--- src/rtl/vppm_rx_frame_sequencer.sv ---
// Purpose: VPPM frame receiver - preamble edge counting, mid-symbol sampling, MSB-first byte assembly.
// Latency: vppm_in reaches the sampler after SYNC_STAGES clk; a byte is offered one cycle after its 8th strobe.
// Backpressure: one-byte output holding register; a byte completing while the previous one is unaccepted is dropped and flagged.
module vppm_rx_frame_sequencer #(
    parameter int PREAMBLE_EDGES = 7,
    parameter int FRAME_BYTES    = 4,
    parameter int CNT_W          = 25,
    parameter int SYNC_STAGES    = 2
) (
    input  logic        clk,
    input  logic        rst_n,
    input  logic        enable,
    input  logic        vppm_in,
    input  logic        freq_valid,
    input  logic [31:0] period_cycles,
    input  logic        byte_ready,
    output logic [7:0]  byte_data,
    output logic        byte_valid,
    output logic        sample_strobe,
    output logic        busy,
    output logic        frame_done,
    output logic        overrun_err
);

    typedef enum logic [1:0] {
        ST_IDLE     = 2'd0,
        ST_PREAMBLE = 2'd1,
        ST_DATA     = 2'd2,
        ST_DONE     = 2'd3
    } state_t;

    localparam int EDGE_W = $clog2(PREAMBLE_EDGES + 1);
    localparam int BYTE_W = $clog2(FRAME_BYTES + 1);
    localparam logic [CNT_W:0] PH_ONE = 1;

    state_t              state;
    state_t              nextState;
    logic [SYNC_STAGES-1:0] syncReg;
    logic                vsPrev;
    logic                vs;
    logic                rise;
    logic [CNT_W-1:0]    pField;
    logic                pValid;
    logic [CNT_W-1:0]    pLat;
    logic [CNT_W:0]      pLatExt;
    logic [CNT_W:0]      phase;
    logic [EDGE_W-1:0]   edgeCnt;
    logic [3:0]          bitCnt;
    logic [BYTE_W-1:0]   byteCnt;
    logic [7:0]          shiftReg;
    logic                lastEdge;
    logic                timeout;
    logic                strobeHit;
    logic                phaseLast;
    logic                byteDone;
    logic                frameEnd;
    logic                accept;

    assign vs      = syncReg[SYNC_STAGES-1];
    assign rise    = vs & ~vsPrev;
    assign pField  = period_cycles[CNT_W-1:0];
    // Upper bits beyond the counter width must be zero, otherwise the period would be truncated.
    assign pValid  = (pField >= CNT_W'(4)) && ((period_cycles >> CNT_W) == 32'd0);
    assign pLatExt = {1'b0, pLat};

    assign lastEdge  = rise && (edgeCnt == EDGE_W'(PREAMBLE_EDGES - 1));
    assign timeout   = !rise && (phase == {pLat, 1'b0});
    assign strobeHit = (state == ST_DATA) && (phase == {1'b0, pLat >> 1});
    assign phaseLast = (phase == (pLatExt - PH_ONE));
    // Byte completion is handled the cycle after the 8th strobe, when bitCnt has reached 8.
    assign byteDone  = (state == ST_DATA) && (bitCnt == 4'd8);
    assign frameEnd  = byteDone && (byteCnt == BYTE_W'(FRAME_BYTES - 1));
    assign accept    = byte_valid && byte_ready;

    // Line synchroniser plus previous-value flop for rise detection.
    always_ff @(posedge clk) begin
        if (!rst_n) begin
            syncReg <= '0;
            vsPrev  <= 1'b0;
        end else begin
            syncReg <= {syncReg[SYNC_STAGES-2:0], vppm_in};
            vsPrev  <= vs;
        end
    end

    // State register.
    always_ff @(posedge clk) begin
        if (!rst_n) begin
            state <= ST_IDLE;
        end else begin
            state <= nextState;
        end
    end

    // Next-state decode; dropping enable aborts from any state.
    always_comb begin
        nextState = state;
        if (!enable) begin
            nextState = ST_IDLE;
        end else begin
            case (state)
                ST_IDLE:     if (freq_valid && pValid) nextState = ST_PREAMBLE;
                ST_PREAMBLE: begin
                    if (lastEdge)     nextState = ST_DATA;
                    else if (timeout) nextState = ST_IDLE;
                end
                ST_DATA:     if (frameEnd) nextState = ST_DONE;
                ST_DONE:     nextState = ST_IDLE;
                default:     nextState = ST_IDLE;
            endcase
        end
    end

    // Phase, edge, bit and byte counters plus the bit shifter; the period is latched only when leaving IDLE.
    always_ff @(posedge clk) begin
        if (!rst_n) begin
            pLat     <= '0;
            phase    <= '0;
            edgeCnt  <= '0;
            bitCnt   <= '0;
            byteCnt  <= '0;
            shiftReg <= '0;
        end else if (!enable) begin
            phase    <= '0;
            edgeCnt  <= '0;
            bitCnt   <= '0;
            byteCnt  <= '0;
            shiftReg <= '0;
        end else begin
            case (state)
                ST_IDLE: begin
                    phase   <= '0;
                    edgeCnt <= '0;
                    bitCnt  <= '0;
                    byteCnt <= '0;
                    if (freq_valid && pValid) pLat <= pField;
                end
                ST_PREAMBLE: begin
                    if (rise) begin
                        phase    <= '0;
                        edgeCnt  <= lastEdge ? '0 : edgeCnt + 1'b1;
                        bitCnt   <= '0;
                        byteCnt  <= '0;
                        shiftReg <= '0;
                    end else if (timeout) begin
                        phase   <= '0;
                        edgeCnt <= '0;
                    end else begin
                        phase <= phase + PH_ONE;
                    end
                end
                ST_DATA: begin
                    phase <= phaseLast ? '0 : phase + PH_ONE;
                    if (strobeHit) begin
                        shiftReg <= {shiftReg[6:0], ~vs};
                        bitCnt   <= bitCnt + 1'b1;
                    end else if (byteDone) begin
                        bitCnt  <= '0;
                        byteCnt <= byteCnt + 1'b1;
                    end
                end
                default: begin
                    phase   <= '0;
                    edgeCnt <= '0;
                    bitCnt  <= '0;
                    byteCnt <= '0;
                end
            endcase
        end
    end

    // Output holding register and sticky overrun; a pending byte outlives the frame and enable=0.
    always_ff @(posedge clk) begin
        if (!rst_n) begin
            byte_data   <= '0;
            byte_valid  <= 1'b0;
            overrun_err <= 1'b0;
        end else begin
            if (enable && byteDone && (!byte_valid || accept)) begin
                byte_data  <= shiftReg;
                byte_valid <= 1'b1;
            end else if (accept) begin
                byte_valid <= 1'b0;
            end
            if (!enable) begin
                overrun_err <= 1'b0;
            end else if (byteDone && byte_valid && !accept) begin
                overrun_err <= 1'b1;
            end
        end
    end

    // State-decoded outputs.
    always_comb begin
        busy          = (state != ST_IDLE);
        frame_done    = (state == ST_DONE);
        sample_strobe = strobeHit;
    end

endmodule
--- config.mk ---
export PLATFORM = sky130hd
export DESIGN_NAME = vppm_rx_frame_sequencer
export DESIGN_NICKNAME = d
export VERILOG_FILES = /design/src/rtl/vppm_rx_frame_sequencer.sv
export SDC_FILE = /design/constraint.sdc
export NUM_CORES = 1
export LEC_CHECK = 0
export BUFFER_PORTS_ARGS = -buffer_cell sky130_fd_sc_hd__buf_4
export CAP_MARGIN = 0
export CORE_MARGIN = 8
export CORE_UTILIZATION = 60
export DETAILED_ROUTE_END_ITERATION = 12
export GPL_TIMING_DRIVEN = 0
export PLACE_DENSITY = 0.85
export SYNTH_ARGS = -nofsm -noshare
export SYNTH_HDL_FRONTEND = slang
export SYNTH_SLANG_ARGS = --single-unit
--- constraint.sdc ---
create_clock -name clk -period 4.01 [get_ports clk]
set_clock_uncertainty 0.1 [all_clocks]
set_input_delay 0.6015 -clock clk [delete_from_list [all_inputs] [get_ports clk]]
set_output_delay 0.6015 -clock clk [all_outputs]
set_load 0.05 [all_outputs]
==> impl.org, run 1 <==
** Outcome
- Status :: finished clean

** Synthesis
- The share of synthesized area in the top cell type comes to 0.309.
- Cell count after synthesis :: around 640
- Top cells by area in the synthesized netlist :: sky130_fd_sc_hd__dfxtp_1 31%, sky130_fd_sc_hd__xnor2_1 9.5%, sky130_fd_sc_hd__xor2_1 8.0%
- EDFF count, synth :: 0
- Portion of the post-synthesis area used by sequential elements :: 0.309
- The Yosys step of the flow raised 0 warnings.
- Of all flip-flops after synthesis, the portion carrying an async set or reset was 0.
- After synthesis, the most frequently instantiated cells are 84 x sky130_fd_sc_hd__dfxtp_1, 59 x sky130_fd_sc_hd__xnor2_1, 50 x sky130_fd_sc_hd__clkbuf_1, 50 x sky130_fd_sc_hd__xor2_1, 42 x sky130_fd_sc_hd__nor2_1.
- Among all flip-flop cells after synthesis, the most frequent one is sky130_fd_sc_hd__dfxtp_1.
- Area leader, netlist :: sky130_fd_sc_hd__dfxtp_1
- Cell with the most instances after synthesis :: sky130_fd_sc_hd__dfxtp_1
- Synth Register Bits :: 84
- The number of nets handed over by synthesis was 690.
- Mapped Area :: 5440 sq um
- In this run, distinct cell masters in the synthesized netlist total 64.
- Synthesized area per cell :: around 8.5 sq um

** Setup path
- Maximum fanout along the worst path :: 10
- Critical-path top delay cell :: sky130_fd_sc_hd__nor4_4
- Largest stage delay, worst path :: around 0.66 ns
- Launching element of the worst setup path :: pLat[13]$_SDFFE_PN0P_
- Worst r2r src :: pLat[1]$_SDFFE_PN0P_
- CP Buf/Inv Count :: 3
- Worst Setup Start Kind :: register
- Worst endpoint data arrival time :: about 3 ns
- Delay-heaviest family, CP :: simple AND/OR/NAND/NOR gates
- The signal on the critical path passes through clkbuf_1 > xnor2_1 > nand4_1 > nor4_4 > nand2_1 > clkbuf_1 > nor2_1 > buf_4.
- Path type of the worst setup path :: register to primary output
- Dominant cell type by count on the critical path :: sky130_fd_sc_hd__clkbuf_1
- Capturing element type of the critical path :: primary output
- Data required time of the critical path :: ~3.3 ns

** Global routing
- The first global-routing pass estimated 23300 um of wire.
- Number of antenna violations at the first check in global routing :: 0
- After global routing the overflow that remains totals 0.
- Global-route usage over all layers :: 0.224
- Entering global routing, the biggest net connects 18 pins.
- Via count of the first global-routing pass :: roughly 4800

** Final layout
- Layout Nets :: around 750
- The sequential cells in the finished layout cover a total of roughly 1700 sq um.
- After filler insertion, the fill cell instance count of the layout stands at between 600 and 700.
- Multi-input gate area in the final layout :: about 3400 sq um
- Share of cells above drive strength 1 :: 0.172
- Post-Layout Cell Count :: around 810
- The repair_antennas step left the layout with diodes totalling 0.
- Synth-to-Final Area Change :: 13.6%

** Placed design
- Once detailed placement completed, the half-perimeter wirelength came to approximately 11000 um.
- Port-buffer cells :: 50
- Timing analysis after detailed placement gives a worst setup slack of around 0.44 ns.
- Number of placed instances, taps included :: between 700 and 800
- Final weighted congestion in routability-driven placement :: around 0.94

** Power
- The internal power of the cells totals ~1.2 mW.
- Leakage power total :: around 2.7 nW
- Share of total power in combinational logic :: 0.043
- Summed over all nets, the switching power comes to 0.393 mW.
- Of the total power, the clock network draws 0.424.
- The worst-case IR drop observed on VDD is about 0.22 mV.
- The share of total power dissipated in sequential elements is 0.532.
- Switching portion of total power :: 0.250
- Dividing total power by cell area gives a power density of around 250 nW/um^2.

** Floorplan
- For this configuration, the core starts out at a cell density of 0.621.
- Number of top-level design ports :: 51
- Horizontal extent of the die :: between 100 and 150 um
- Total die area :: between 10000 and 15000 sq um
- FP Rows :: 34
- Core Box Area :: between 8000 and 9000 sq um
- Chip height :: between 100 and 150 um

** Clocking
- After clock tree synthesis, the clock-pin slew on the worst setup and hold paths is around 0.090 ns.
- Clock tree from TritonCTS :: yes
- Clock H-tree levels :: 3
- The clock passes through at most 2 buffers.
- Hold repair after CTS inserted 0 buffers.
- Number of sinks on the clock net :: 84
- Root Driver :: sky130_fd_sc_hd__clkbuf_8
- Post-CTS Setup Bufs :: 0
- Clock latency reported for the late side of the worst-skew pair :: 0.36 ns
- The number of gates resized after CTS was 0.
- Clock tree synthesis inserted a total of 9 buffers.

** Timing
- At the pin with the least slew margin, the transition time is about 0.84 ns.
- Final critical-path required period :: approximately 3.7 ns
- RSZ-0062 raised after global routing :: no
- Setup violations remaining at the end of the flow were counted as 0.
- The number of max-slew violations in the final report came to 0.
- In the finished design, the share of the clock period the worst path needs comes to 0.918.
- Setup WS post-layout :: 0.327 ns
- Final hold violation count :: 0
- In this run the tightest slew margin relative to its limit is 0.428.
- Static timing analysis puts the maximum clock frequency at between 0.2 and 0.3 GHz.
- Setup total negative slack on the finished layout was measured at 0 ns.

** Min path
- The worst hold path belongs to the class input pin to register.
- Hold path startpoint :: vppm_in

** Detailed routing
- Wires add up to between 10000 and 15000 um.
- ANT nets after route :: 0
- Routed wire length per instance :: 17.4 um
- Drt drc :: 0
- Number of violations reported at the end of detailed-routing iteration 0 :: 269
- Before antenna repair, the detailed router went through 5 iterations.
- Vias per cell :: 5.74
- Across all layers, the routed design uses about 4700 vias.

** Flow run
- Max Cap Viol :: 0
==> final timing paths <==
| path | to | slack [ns] | cells after the start |
|---|---|---|---|
| setup / recovery | sample_strobe | 0.33 | 8 |
| hold / removal | syncReg[0]$_SDFF_PN0_ | 0.34 | 2 |
| setup reg to reg | phase[0]$_SDFF_PN0_ | 0.39 | 12 |
| hold reg to reg | syncReg[1]$_SDFF_PN0_ | 0.36 | 1 |
==> power groups by stage <==
stage               Combinational, mW  Sequential [mW]  Clock (mW)
finish                         0.0676            0.836       0.666
global route                   0.0718            0.836       0.710
CTS                            0.0670            0.836       0.676
detailed placement             0.0666            0.855           0
global placement               0.0651            0.855           0
floorplan                      0.0259            0.855           0
==> sequential cells by signal, summed over array words and instances, names as in the netlist, named ones only <==
register,cells
phase,26
pLat,25
byte_data,8
shiftReg,8
bitCnt,4
byteCnt,3
edgeCnt,3
syncReg,2
byte_valid,1
overrun_err,1
state,1
vsPrev,1
==> worst reg2reg max path: cells and delay by family, from the launching register on <==
family / cells / cell delay, ns
and+or+nand+nor: 4 / 1.20
adders and majority gates: 1 / 0.12
buffers and inverters: 4 / 0.68
AOI/OAI and AO/OA: 3 / 1.09
DFF: 1 / 0.31
==> routing by layer <==
metal  vias up  track usage  wire length, um
li1       2297            -                -
met1      2216        0.268             6310
met2       132        0.387             7010
met3        23       0.0384              544
met4         0       0.0889              312
met5         -            0                0
==> placed cells by master, fill, tap and decap left out, types with 15 or more instances in the layout <==
cell,count
sky130_fd_sc_hd__a21oi_1,16
sky130_fd_sc_hd__mux2i_1,34
sky130_fd_sc_hd__xor2_1,50
sky130_fd_sc_hd__clkbuf_1,50
sky130_fd_sc_hd__nor2b_1,33
sky130_fd_sc_hd__buf_4,52
sky130_fd_sc_hd__nor4_1,15
sky130_fd_sc_hd__nand2_1,21
sky130_fd_sc_hd__nor2_2,20
sky130_fd_sc_hd__inv_1,19
sky130_fd_sc_hd__nand4_1,21
sky130_fd_sc_hd__dfxtp_1,84
sky130_fd_sc_hd__nand3_1,23
sky130_fd_sc_hd__nor3_1,16
sky130_fd_sc_hd__xnor2_1,59
sky130_fd_sc_hd__nor2_1,42
==> cell families after synthesis <==
group | after synthesis | share of synthesized area
xor gates and xnor gates | 109 | 0.175
and+or+nand+nor | 241 | 0.256
AOI/OAI and AO/OA | 74 | 0.100
DFF | 84 | 0.309
buffers and inverters | 83 | 0.0651
muxes | 35 | 0.0646
adders and majority gates | 13 | 0.0299
==> layout make-up <==
type                    instances  area share
inverters                      19      0.0115
flip-flops and latches         84       0.272
plain buffers                  64      0.0457
clock buffers                   9      0.0200
multi-input cells             472       0.553
repair buffers                 50      0.0607
clock inverters                 7      0.0146
well taps                     108      0.0219
==> per-stage QoR <==
step	utilization	instance area [sq um]	power, mW	hold slack, ns
floorplan	-	5440	0.881	0.312
global placement	0.679	5950	0.920	0.319
detailed placement	0.679	5950	0.922	0.341
CTS	0.704	6170	1.58	0.334
global route	0.705	6180	1.62	0.337
finish	0.705	6180	1.57	0.342
No activity file was read; power rests on OpenSTA's default activity.
==> run 2, diff against run 1 <==
Settings changed: CTS_BUF_LIST set to sky130_fd_sc_hd__clkbuf_8 sky130_fd_sc_hd__clkbuf_16, TNS_END_PERCENT set to 5.
Clock period 4.01 ns to 3.48 ns, I/O delays scaled along.
==> run 2 against run 1 <==
Routed wire length rose by 1.1%. Non-clock buffer count is 2 higher. First-iteration DRC count up 7.8%.
==> impl.org, run 2 (synthesized netlist as in run 1, its figures left out) <==
** Power
- In this run the power density over the cells is approximately 290 nW/um^2.
- VDD sags by at most between 0.2 and 0.3 mV.
- In this run the static leakage power is ~2.7 nW.

** Detailed routing
- In the routed design, unresolved DRC markers number 0.
- Vias per cell :: approximately 5.8
- The final route contains around 4700 vias.
- Number of violations reported at the end of detailed-routing iteration 0 :: 290
- After detailed routing, the average wire length per cell comes to about 18 um.
- ANT nets after route :: 0
- Routed wire length :: around 14000 um
- Before antenna repair, the detailed router went through 5 iterations.

** Placed design
- Final weighted congestion in routability-driven placement :: 0.938
- Number of placed instances, taps included :: ~800
- In this run the tool buffered the top-level ports with 50 buffer cells.
- The HPWL after detailed placement is approximately 11000 um.

** Outcome
- The flow ran to the end, and the final reports show no timing, DRC or antenna violations.

** Final layout
- Most common cell after layout, fill and taps aside :: sky130_fd_sc_hd__dfxtp_1
- In the final layout, the registers with the most flip-flops are phase (26), pLat (25).
- The register with the most flip-flops in the layout has 26 of them.
- The finished layout holds roughly 820 standard cells, fillers aside.
- Layout Nets :: around 750
- Antenna cell count :: 0
- In the layout the commonest cells are 84 x sky130_fd_sc_hd__dfxtp_1, 59 x sky130_fd_sc_hd__xnor2_1, 57 x sky130_fd_sc_hd__buf_4.
- Ranked by flip-flop count, first place goes to phase.
- Synth-to-Final Area Change :: 14.3%
- Multi-input gate area in the final layout :: approximately 3400 sq um
- Of the cells placed in the final design, the portion with a size suffix greater than 1 is 0.182.
- Final core utilization :: 0.710
- Summing all flip-flop and latch instances after layout gives 1680 sq um.
- Fill cells in the final layout number approximately 690.

** Floorplan
- FP Rows :: 34
- Horizontal extent of the die :: about 110 um
- 51 I/O pins were placed.
- Chip height :: ~110 um
- Starting density of the core :: 0.621
- The die covers between 10000 and 15000 sq um.
- Core Box Area :: 8760 sq um

** Global routing
- Across every metal layer, demand over resource in global routing totals 0.226.
- The via count of the first global-routing pass is approximately 4900.
- After global routing the overflow that remains totals 0.
- The number of antenna violations at the first check in global routing came to 0.
- Wire length of the first global-routing pass :: ~23000 um
- Entering global routing, the biggest net connects 18 pins.

** Clocking
- Root Driver :: sky130_fd_sc_hd__clkbuf_8
- After clock tree synthesis, the clock-pin slew on the worst setup and hold paths is about 0.10 ns.
- Clock latency reported for the late side of the worst-skew pair :: approximately 0.36 ns
- Total CTS buffers :: 9
- The tree built by TritonCTS fans out to 84 sinks.
- TritonCTS built the clock tree.
- Clock H-tree levels :: 3
- In this run the deepest clock path goes through 2 buffers.
- The number of hold buffers added after CTS was 0.

** Setup path
- Maximum fanout along the worst path :: 10
- Path type of the worst setup path :: register to register
- STA puts the critical path data required time at roughly 3.6 ns.
- Worst endpoint data arrival time :: 3.49 ns
- STA classifies the critical path startpoint as a register.
- Capturing element type of the critical path :: register
- The worst register-to-register path has a setup slack of 0.13 ns.

** Timing
- Peak clock frequency supported by timing :: 0.298 GHz
- Count of final max-slew check failures :: 0
- Setup violations remaining at the end of the flow were counted as 0.
- The routed design could run at a clock period as short as 3.35 ns.
- Final hold violation count :: 0
- Of the available clock period, the critical path in the final layout requires 0.964.
- At the pin with the least slew margin, the transition time is just under 1 ns.
- In this run the tightest slew margin relative to its limit is 0.334.
- Setup repair after global routing could not meet its margin everywhere.

** Flow run
- Max-cap violations in this run came to 0.

** Min path
- In this run the worst hold path is classified as input pin to register.
==> run 2: cell types whose count changed in the layout (fill, tap and decap cells not counted) <==
cell / before / now
sky130_fd_sc_hd__nor3_4: 0 / 1
sky130_fd_sc_hd__clkbuf_2: 2 / 4
sky130_fd_sc_hd__nor4_1: 15 / 14
sky130_fd_sc_hd__clkbuf_1: 50 / 45
sky130_fd_sc_hd__nor3_2: 1 / 0
sky130_fd_sc_hd__nor4_2: 2 / 3
sky130_fd_sc_hd__buf_4: 52 / 57
==> run 2: per-stage QoR <==
step	total power [mW]	setup TNS (ns)	hold slack, ns	worst slack, ns	cell area [sq um]
5_1_grt	1.87	-1.26	0.258	-0.0681	6220
4_1_cts	1.82	0	0.254	0.0321	6200
2_1_floorplan	1.01	0	0.312	0.350	5440
3_3_place_gp	1.06	-0.197	0.319	-0.0239	5950
6_report	1.81	0	0.263	0.126	6220
3_5_place_dp	1.06	-1.32	0.341	-0.0887	5950
==> run 2: final cells by class <==
cell class / instances / share of cell area
inverter: 19 / 0.0115
clock buffer: 9 / 0.0199
clock inverter: 7 / 0.0145
sequential: 84 / 0.270
multi-input combinational: 472 / 0.552
tap: 108 / 0.0217
buffer: 61 / 0.0440
timing repair buffer: 55 / 0.0664
==> run 2: report_power, final <==
part,total [mW],internal [mW],leakage [nW],switching (mW)
combinational,0.0781,0.0432,1.95,0.0349
clock,0.769,0.351,0.108,0.417
sequential,0.963,0.962,0.677,0.00103
==> run 2: repair_timing <==
action	4_1_cts	5_1_grt
endpoints found under the setup margin	21	27
gates resized for setup	4	4
setup buffers	1	4
pin swaps	2	1
==> run 2: critical path, stage by stage, from the launching register on <==
cell and delay [ns]:
sky130_fd_sc_hd__dfxtp_1 0.31, sky130_fd_sc_hd__buf_4 0.16, sky130_fd_sc_hd__inv_1 0.06, sky130_fd_sc_hd__ha_1 0.12, sky130_fd_sc_hd__clkbuf_2 0.19, sky130_fd_sc_hd__nor3b_4 0.42, sky130_fd_sc_hd__nand3_2 0.17, sky130_fd_sc_hd__or4_1 0.51
sky130_fd_sc_hd__a22oi_1 0.17, sky130_fd_sc_hd__o2111ai_1 0.23, sky130_fd_sc_hd__o41ai_4 0.50, sky130_fd_sc_hd__buf_6 0.25, sky130_fd_sc_hd__nor2_2 0.04
==> run 2: worst paths after layout <==
path,to,depth (start not counted),start
worst max register to register,phase[0]$_SDFF_PN0_,12,pLat[1]$_SDFFE_PN0P_
worst max-delay path,phase[0]$_SDFF_PN0_,12,pLat[1]$_SDFFE_PN0P_
worst min-delay path,syncReg[0]$_SDFF_PN0_,2,vppm_in
worst min register to register,syncReg[1]$_SDFF_PN0_,1,syncReg[0]$_SDFF_PN0_
==> run 2: metal layers <==
layer / GRT usage / share of wire
met2: 0.388 / 0.49
met3: 0.0395 / 0.047
met5: 0 / 0
met4: 0.0942 / 0.025
met1: 0.270 / 0.44
